<file path="config.mk">
export PLATFORM = sky130hd
export DESIGN_NAME = mult_adder_feeder
export DESIGN_NICKNAME = d
export VERILOG_FILES = /design/src/rtl/mult_adder_feeder_pkg.sv /design/src/rtl/mult_adder_feeder_pack.sv /design/src/rtl/mult_adder_feeder.sv
export SDC_FILE = /design/constraint.sdc
export NUM_CORES = 2
export LEC_CHECK = 0
export CORE_AREA = 2 2 501 503
export CTS_CLUSTER_DIAMETER = 30
export DETAILED_ROUTE_END_ITERATION = 10
export DIE_AREA = 0 0 503 505
export SYNTH_ARGS = -nofsm -noshare
export SYNTH_HDL_FRONTEND = slang
export SYNTH_HIERARCHICAL = 1
export SYNTH_SLANG_ARGS = --single-unit
</file>
<file path="constraint.sdc">
create_clock -name clk_i -period 2.6 [get_ports clk_i]
set_input_delay 0.26 -clock clk_i [delete_from_list [all_inputs] [get_ports clk_i]]
set_output_delay 0.26 -clock clk_i [all_outputs]
set_load 0.02 [all_outputs]
</file>
<file path="src/rtl/mult_adder_feeder_pkg.sv">
`default_nettype none
// +----------------------------------------------------------------------+
// | mult_adder_feeder_pkg                                                |
// | Shared tree geometry and collector state encodings for the feeder.   |
// | Revision: 1.0                                                        |
// +----------------------------------------------------------------------+
package mult_adder_feeder_pkg;

  localparam int TAPS       = 64;
  localparam int MULT_WIDTH = 9;
  localparam int ADD_WIDTH  = 24;
  localparam int TREE_LAT   = 7;

  localparam int IDX_W = $clog2(TAPS);
  localparam int CNT_W = IDX_W + 1;
  localparam int LAT_W = $clog2(TREE_LAT + 1);
  localparam int VEC_W = TAPS * MULT_WIDTH;

  typedef enum logic [0:0] {
    FILL = 1'b0,
    FULL = 1'b1
  } state_e;

endpackage
`default_nettype wire

</file>
<file path="src/rtl/mult_adder_feeder_pack.sv">
`default_nettype none
// +----------------------------------------------------------------------+
// | mult_adder_feeder_pack                                               |
// | Slot-indexed packing of pixel/weight pairs plus the window count.    |
// | Revision: 1.0                                                        |
// +----------------------------------------------------------------------+
module mult_adder_feeder_pack
  import mult_adder_feeder_pkg::*;
(
  input  logic                  clk_i,
  input  logic                  rst_ni,
  input  logic                  wr_i,
  input  logic                  clr_i,
  input  logic [MULT_WIDTH-1:0] pixel_i,
  input  logic [MULT_WIDTH-1:0] weight_i,
  output logic [CNT_W-1:0]      count_o,
  output logic [VEC_W-1:0]      pixels_o,
  output logic [VEC_W-1:0]      weights_o
);

  logic [CNT_W-1:0] count_q, count_d;
  logic             w_room;

  // count parks at TAPS while an oversized window drains; writes stop there
  assign w_room  = (count_q < CNT_W'(TAPS));
  assign count_o = count_q;

  always_comb begin
    count_d = count_q;
    if (clr_i) begin
      count_d = '0;
    end else if (wr_i && w_room) begin
      count_d = count_q + 1'b1;
    end
  end

  always_ff @(posedge clk_i or negedge rst_ni) begin
    if (!rst_ni) begin
      count_q <= '0;
    end else begin
      count_q <= count_d;
    end
  end

  generate
    for (genvar i = 0; i < TAPS; i++) begin : g_slot
      logic [MULT_WIDTH-1:0] pix_q;
      logic [MULT_WIDTH-1:0] wgt_q;
      logic                  w_sel;

      assign w_sel = wr_i && w_room && (count_q[IDX_W-1:0] == IDX_W'(i));

      always_ff @(posedge clk_i or negedge rst_ni) begin
        if (!rst_ni) begin
          pix_q <= '0;
          wgt_q <= '0;
        end else if (clr_i) begin
          pix_q <= '0;
          wgt_q <= '0;
        end else if (w_sel) begin
          pix_q <= pixel_i;
          wgt_q <= weight_i;
        end
      end

      assign pixels_o[MULT_WIDTH*i +: MULT_WIDTH]  = pix_q;
      assign weights_o[MULT_WIDTH*i +: MULT_WIDTH] = wgt_q;
    end
  endgenerate

endmodule
`default_nettype wire

</file>
<file path="src/rtl/mult_adder_feeder.sv">
`default_nettype none
// +----------------------------------------------------------------------+
// | mult_adder_feeder                                                    |
// | Streams (pixel, weight) pairs into one tree window, launches it and  |
// | returns the biased sum. MULT_ADDER_FEEDER_RELU_EN clamps negatives.  |
// | Revision: 1.0                                                        |
// +----------------------------------------------------------------------+
module mult_adder_feeder
  import mult_adder_feeder_pkg::*;
(
  input  logic                  clk_i,
  input  logic                  rst_ni,
  input  logic                  s_valid_i,
  output logic                  s_ready_o,
  input  logic [MULT_WIDTH-1:0] s_pixel_i,
  input  logic [MULT_WIDTH-1:0] s_weight_i,
  input  logic [ADD_WIDTH-1:0]  s_bias_i,
  input  logic                  s_last_i,
  output logic [VEC_W-1:0]      ma_in_o,
  output logic [VEC_W-1:0]      ma_kernal_o,
  output logic [ADD_WIDTH-1:0]  ma_bias_o,
  input  logic [ADD_WIDTH-1:0]  ma_out_i,
  output logic                  m_valid_o,
  input  logic                  m_ready_i,
  output logic [ADD_WIDTH-1:0]  m_data_o,
  output logic                  overrun_o
);

  state_e               state_q, state_d;
  logic [CNT_W-1:0]     w_count;
  logic [VEC_W-1:0]     w_pixels, w_weights;
  logic                 w_xfer, w_launch, w_capture, w_last_slot;
  logic                 overrun_q, overrun_d;
  logic                 m_valid_q, m_valid_d;
  logic [LAT_W-1:0]     lat_q, lat_d;
  logic [ADD_WIDTH-1:0] bias_q, ma_bias_q, m_data_q, w_result;

  assign s_ready_o   = (state_q == FILL);
  assign w_xfer      = s_valid_i && s_ready_o;
  assign w_last_slot = (w_count == CNT_W'(TAPS - 1));
  // a waiting window may launch on the very edge the old result is taken
  assign w_launch    = (state_q == FULL) && (lat_q == '0) && (!m_valid_q || m_ready_i);
  assign w_capture   = (lat_q == LAT_W'(1));

  mult_adder_feeder_pack u_pack (
    .clk_i     (clk_i),
    .rst_ni    (rst_ni),
    .wr_i      (w_xfer),
    .clr_i     (w_launch),
    .pixel_i   (s_pixel_i),
    .weight_i  (s_weight_i),
    .count_o   (w_count),
    .pixels_o  (w_pixels),
    .weights_o (w_weights)
  );

  always_comb begin
    state_d   = state_q;
    overrun_d = overrun_q;
    case (state_q)
      FILL: begin
        if (w_xfer) begin
          if (s_last_i) begin
            state_d = FULL;
          end else if (w_last_slot) begin
            overrun_d = 1'b1;
          end
        end
      end
      FULL: begin
        if (w_launch) begin
          state_d = FILL;
        end
      end
      default: state_d = FILL;
    endcase
  end

  always_comb begin
    lat_d     = lat_q;
    m_valid_d = m_valid_q;
    if (w_launch) begin
      lat_d = LAT_W'(TREE_LAT);
    end else if (lat_q != '0) begin
      lat_d = lat_q - 1'b1;
    end
    if (w_capture) begin
      m_valid_d = 1'b1;
    end else if (m_valid_q && m_ready_i) begin
      m_valid_d = 1'b0;
    end
  end

`ifdef MULT_ADDER_FEEDER_RELU_EN
  assign w_result = ma_out_i[ADD_WIDTH-1] ? '0 : ma_out_i;
`else
  assign w_result = ma_out_i;
`endif

  always_ff @(posedge clk_i or negedge rst_ni) begin
    if (!rst_ni) begin
      state_q   <= FILL;
      overrun_q <= 1'b0;
      lat_q     <= '0;
      m_valid_q <= 1'b0;
      bias_q    <= '0;
      ma_bias_q <= '0;
      m_data_q  <= '0;
    end else begin
      state_q   <= state_d;
      overrun_q <= overrun_d;
      lat_q     <= lat_d;
      m_valid_q <= m_valid_d;
      if (w_xfer && (w_count == '0)) begin
        bias_q <= s_bias_i;
      end
      // the tree adds the bias at its output, so hold it for the whole flight
      if (w_launch) begin
        ma_bias_q <= bias_q;
      end
      if (w_capture) begin
        m_data_q <= w_result;
      end
    end
  end

  assign ma_in_o     = w_launch ? w_pixels  : '0;
  assign ma_kernal_o = w_launch ? w_weights : '0;
  assign ma_bias_o   = ma_bias_q;
  assign m_valid_o   = m_valid_q;
  assign m_data_o    = m_data_q;
  assign overrun_o   = overrun_q;

endmodule
`default_nettype wire

</file>
==> results.json <==
{
  "gp_congestion": 0.911,
  "wl_met3_um": 20200,
  "grt_pass1_wl_um": 355000,
  "hold_viol_final": 0,
  "cp-start-kind": "flip-flop",
  "r2r-end": "u_pack/g_slot[15].pix_q[5]$_DFFE_PN0P_",
  "vias": 45788,
  "violations": "setup timing",
  "first_iter_violations": 2669,
  "wl_per_cell_um": 23.9,
  "cts_tree": "yes",
  "synth_top_area_cell": "dfrtp_1",
  "outcome": "finished, violations left",
  "hp-class": "in -> reg",
  "syn-num-nets": 5493,
  "initial_core_util": 0.249,
  "r2r_start": "lat_q[0]$_DFFE_PN0P_",
  "coreArea_mm2": 0.248,
  "first_global_vias": 48358,
  "utilization": 0.369,
  "clockBufferDepth": 4,
  "rrSetupSlack_ns": -0.11,
  "tightest_slew_ns": 0.889,
  "synth_ff_type": "dfrtp_1",
  "cts_root_buffer": "clkbuf_16",
  "ir_worst_vdd_mv": 0.534,
  "p_int_mw": 57.7,
  "grt_max_degree": 82,
  "drv_cap": 0,
  "p_sw_mw": 23.4,
  "ys_seq_area_frac": 0.502,
  "wl_met1_um": 110000,
  "cts_made_buffers": 328,
  "synth_area_leaders": "dfrtp_1 50%, mux2i_1 19%, nand2b_1 12%",
  "cp.required_ns": 2.34,
  "clkPwrFrac": 0.504,
  "clock_latency_ns": 0.94,
  "ys_ff_latch": 1237,
  "slew_headroom": 0.407,
  "power_density_mw_per_mm2": 885,
  "yosys.area.top_type_share": 0.502,
  "netlist_area_mm2": 0.0617,
  "cts_max_level": 5,
  "fin_skew_ns": 0.108,
  "p_leak_nw": 51.1,
  "arrival_ns": 3.02,
  "synth-async-reset-ratio": 1.00,
  "dp_hpwl_um": 170000,
  "crit_path_end_kind": "primary output",
  "period_minus_slack_ns": 3.28,
  "dpl_cell_area_mm2": 0.0802,
  "num_rows": 183,
  "worst_slack_ns": -0.679,
  "top_layer": "met5",
  "syn_area_per_cell_um2": 11.4,
  "power_mw": 81.1,
  "slew_viol_final": 0,
  "wl_met2_um": 113000,
  "rsz0062_at_grt": "true",
  "crit_type": "reg -> out",
  "die_y_um": 505,
  "gr-total-overflow": 0,
  "fin_nets": 7044,
  "io_pins": 1274,
  "comb_power_share": 0.196,
  "groute.usage.overall": 0.191,
  "holdPathStages": 3,
  "yosys_warnings": 6,
  "reg2regPathDepth": 12,
  "power_frac_seq": 0.300,
  "drc_errors": 0,
  "clock_sinks": 1237,
  "path_clk_slew_ns": 0.05,
  "yosysMostFrequentCell": "dfrtp_1",
  "fin_tns_setup_ns": -661.90,
  "swShare": 0.288,
  "hold_path_end": "u_pack/g_slot[41].pix_q[2]$_DFFE_PN0P_",
  "drive_gt1_frac": 0.210,
  "min_period_over_period": 1.26,
  "ys_top_cells_by_count": "1,237 x dfrtp_1, 1,172 x nand2b_1, 1,155 x and2_1",
  "synth_edf_count": 0,
  "worstHoldStart": "s_pixel_i[2]",
  "antenna_found_initial": 19,
  "fp.dieW_um": 503,
  "area_growth_pct": 48.5,
  "dieArea_mm2": 0.254,
  "via_per_inst": 4.34,
  "setup_viol": 1230,
  "crit_fanout": 19,
  "drtAntennaViolNets": 0,
  "synth_cell_type_count": 46,
  "first_pass_iters": 5,
  "drt_wl_total_um": 252000,
  "fin_area_mm2": 0.0916,
  "max_freq_ghz": 0.305,
  "port_buffers": 1273,
  "synthCells": 5415
}
## registers in the layout, summed over array words and instances (netlist names)
register / cells
u_pack/g_slot.pix_q: 576
u_pack/g_slot.wgt_q: 576
bias_q: 24
m_data_o: 24
ma_bias_o: 24
u_pack/count_o: 7
lat_q: 3
m_valid_o: 1
overrun_o: 1
state_q: 1
## power groups by stage
stage          Clock (mW)  Combinational, mW  Sequential (mW)
3_3_place_gp            0               14.7             24.4
5_1_grt              42.6               17.0             24.6
3_5_place_dp            0               15.0             24.5
6_report             40.9               15.9             24.3
2_1_floorplan           0               8.04             23.9
4_1_cts              41.6               15.8             24.2
## layer usage
metal	vias to the layer above	GRT usage
li1	20624	-
met1	23053	0.250
met2	1685	0.298
met3	420	0.0585
met4	6	0.0642
met5	-	0
## cells in the final DEF, fill, tap and decap left out, types with 21 or more instances in the layout
master,count
dfrtp_1,1237
nand2b_1,1154
dlygate4sd3_1,44
bufinv_16,41
clkbuf_1,49
dlygate4sd2_1,579
clkdlybuf4s50_1,123
and2_4,37
buf_4,386
nand2_2,21
clkbuf_8,45
nand2_4,34
buf_6,45
clkinvlp_4,28
clkbuf_16,335
clkbuf_2,106
clkdlybuf4s15_1,160
and2_1,1118
mux2_2,56
clkdlybuf4s15_2,66
buf_12,147
mux2i_1,1154
clkinv_2,48
## worst max-delay path, cell delays in order (launching register included)
cell             delay (ns)
dfrtp_1                0.38
inv_2                  0.08
ha_4                   0.13
nor2b_4                0.17
nand3_4                0.09
buf_12                 0.19
clkinv_8               0.17
and2_1                 0.15
clkdlybuf4s50_1        0.70
## kinds of logic after synthesis
group           count (synthesis)  synth area share
flops                        1237             0.502
compound gates                 13           0.00124
fa+ha+maj                       7           0.00142
buf+inv                       492            0.0425
mux                          1226             0.200
xor+xnor                        2          0.000284
simple gates                 2438             0.253
## worst max-delay path by stage
stage	from	to	slack (ns)	cells past startpoint
after CTS	lat_q[0]$_DFFE_PN0P_	ma_kernal_o[358]	-0.79	10
after floorplan	lat_q[0]$_DFFE_PN0P_	u_pack/g_slot[0].pix_q[0]$_DFFE_PN0P_	-0.05	13
after global routing	lat_q[0]$_DFFE_PN0P_	ma_kernal_o[203]	-0.82	10
after detailed placement	m_ready_i	ma_in_o[98]	-0.28	7
final	lat_q[0]$_DFFE_PN0P_	ma_in_o[50]	-0.68	8
after global placement	m_ready_i	ma_in_o[98]	-0.30	7
## final cells by class
| class | instances | area [um^2] |
|---|---|---|
| flip-flops and latches | 1237 | 31000 |
| fillers | 24561 | 157000 |
| diodes | 11 | 27.5 |
| clock inverters | 152 | 2080 |
| repair buffers | 1702 | 16800 |
| multi-input cells | 3686 | 28400 |
| well taps | 3330 | 4170 |
| repair inverters | 4 | 96.3 |
| clock buffers | 423 | 9040 |
| inverters | 7 | 52.6 |
## through the flow
stage	instances	hold slack (ns)	setup WS [ns]
floorplan	5415	-0.0356	-0.0534
global placement	9881	0.260	-0.297
detailed placement	9881	0.267	-0.282
CTS	10529	0.00347	-0.786
global route	10545	0.0591	-0.824
finish	10552	0.0755	-0.679
## what timing repair did
action	4_1_cts	5_1_grt
cloned	12	7
setup buffers	16	5
endpoints found under the hold margin	868	0
pin swaps	5	14
setup endpoints to repair	1374	1705
gates resized for setup	1339	493
hold buffers	45	0
No activity file was read; power rests on OpenSTA's default activity.
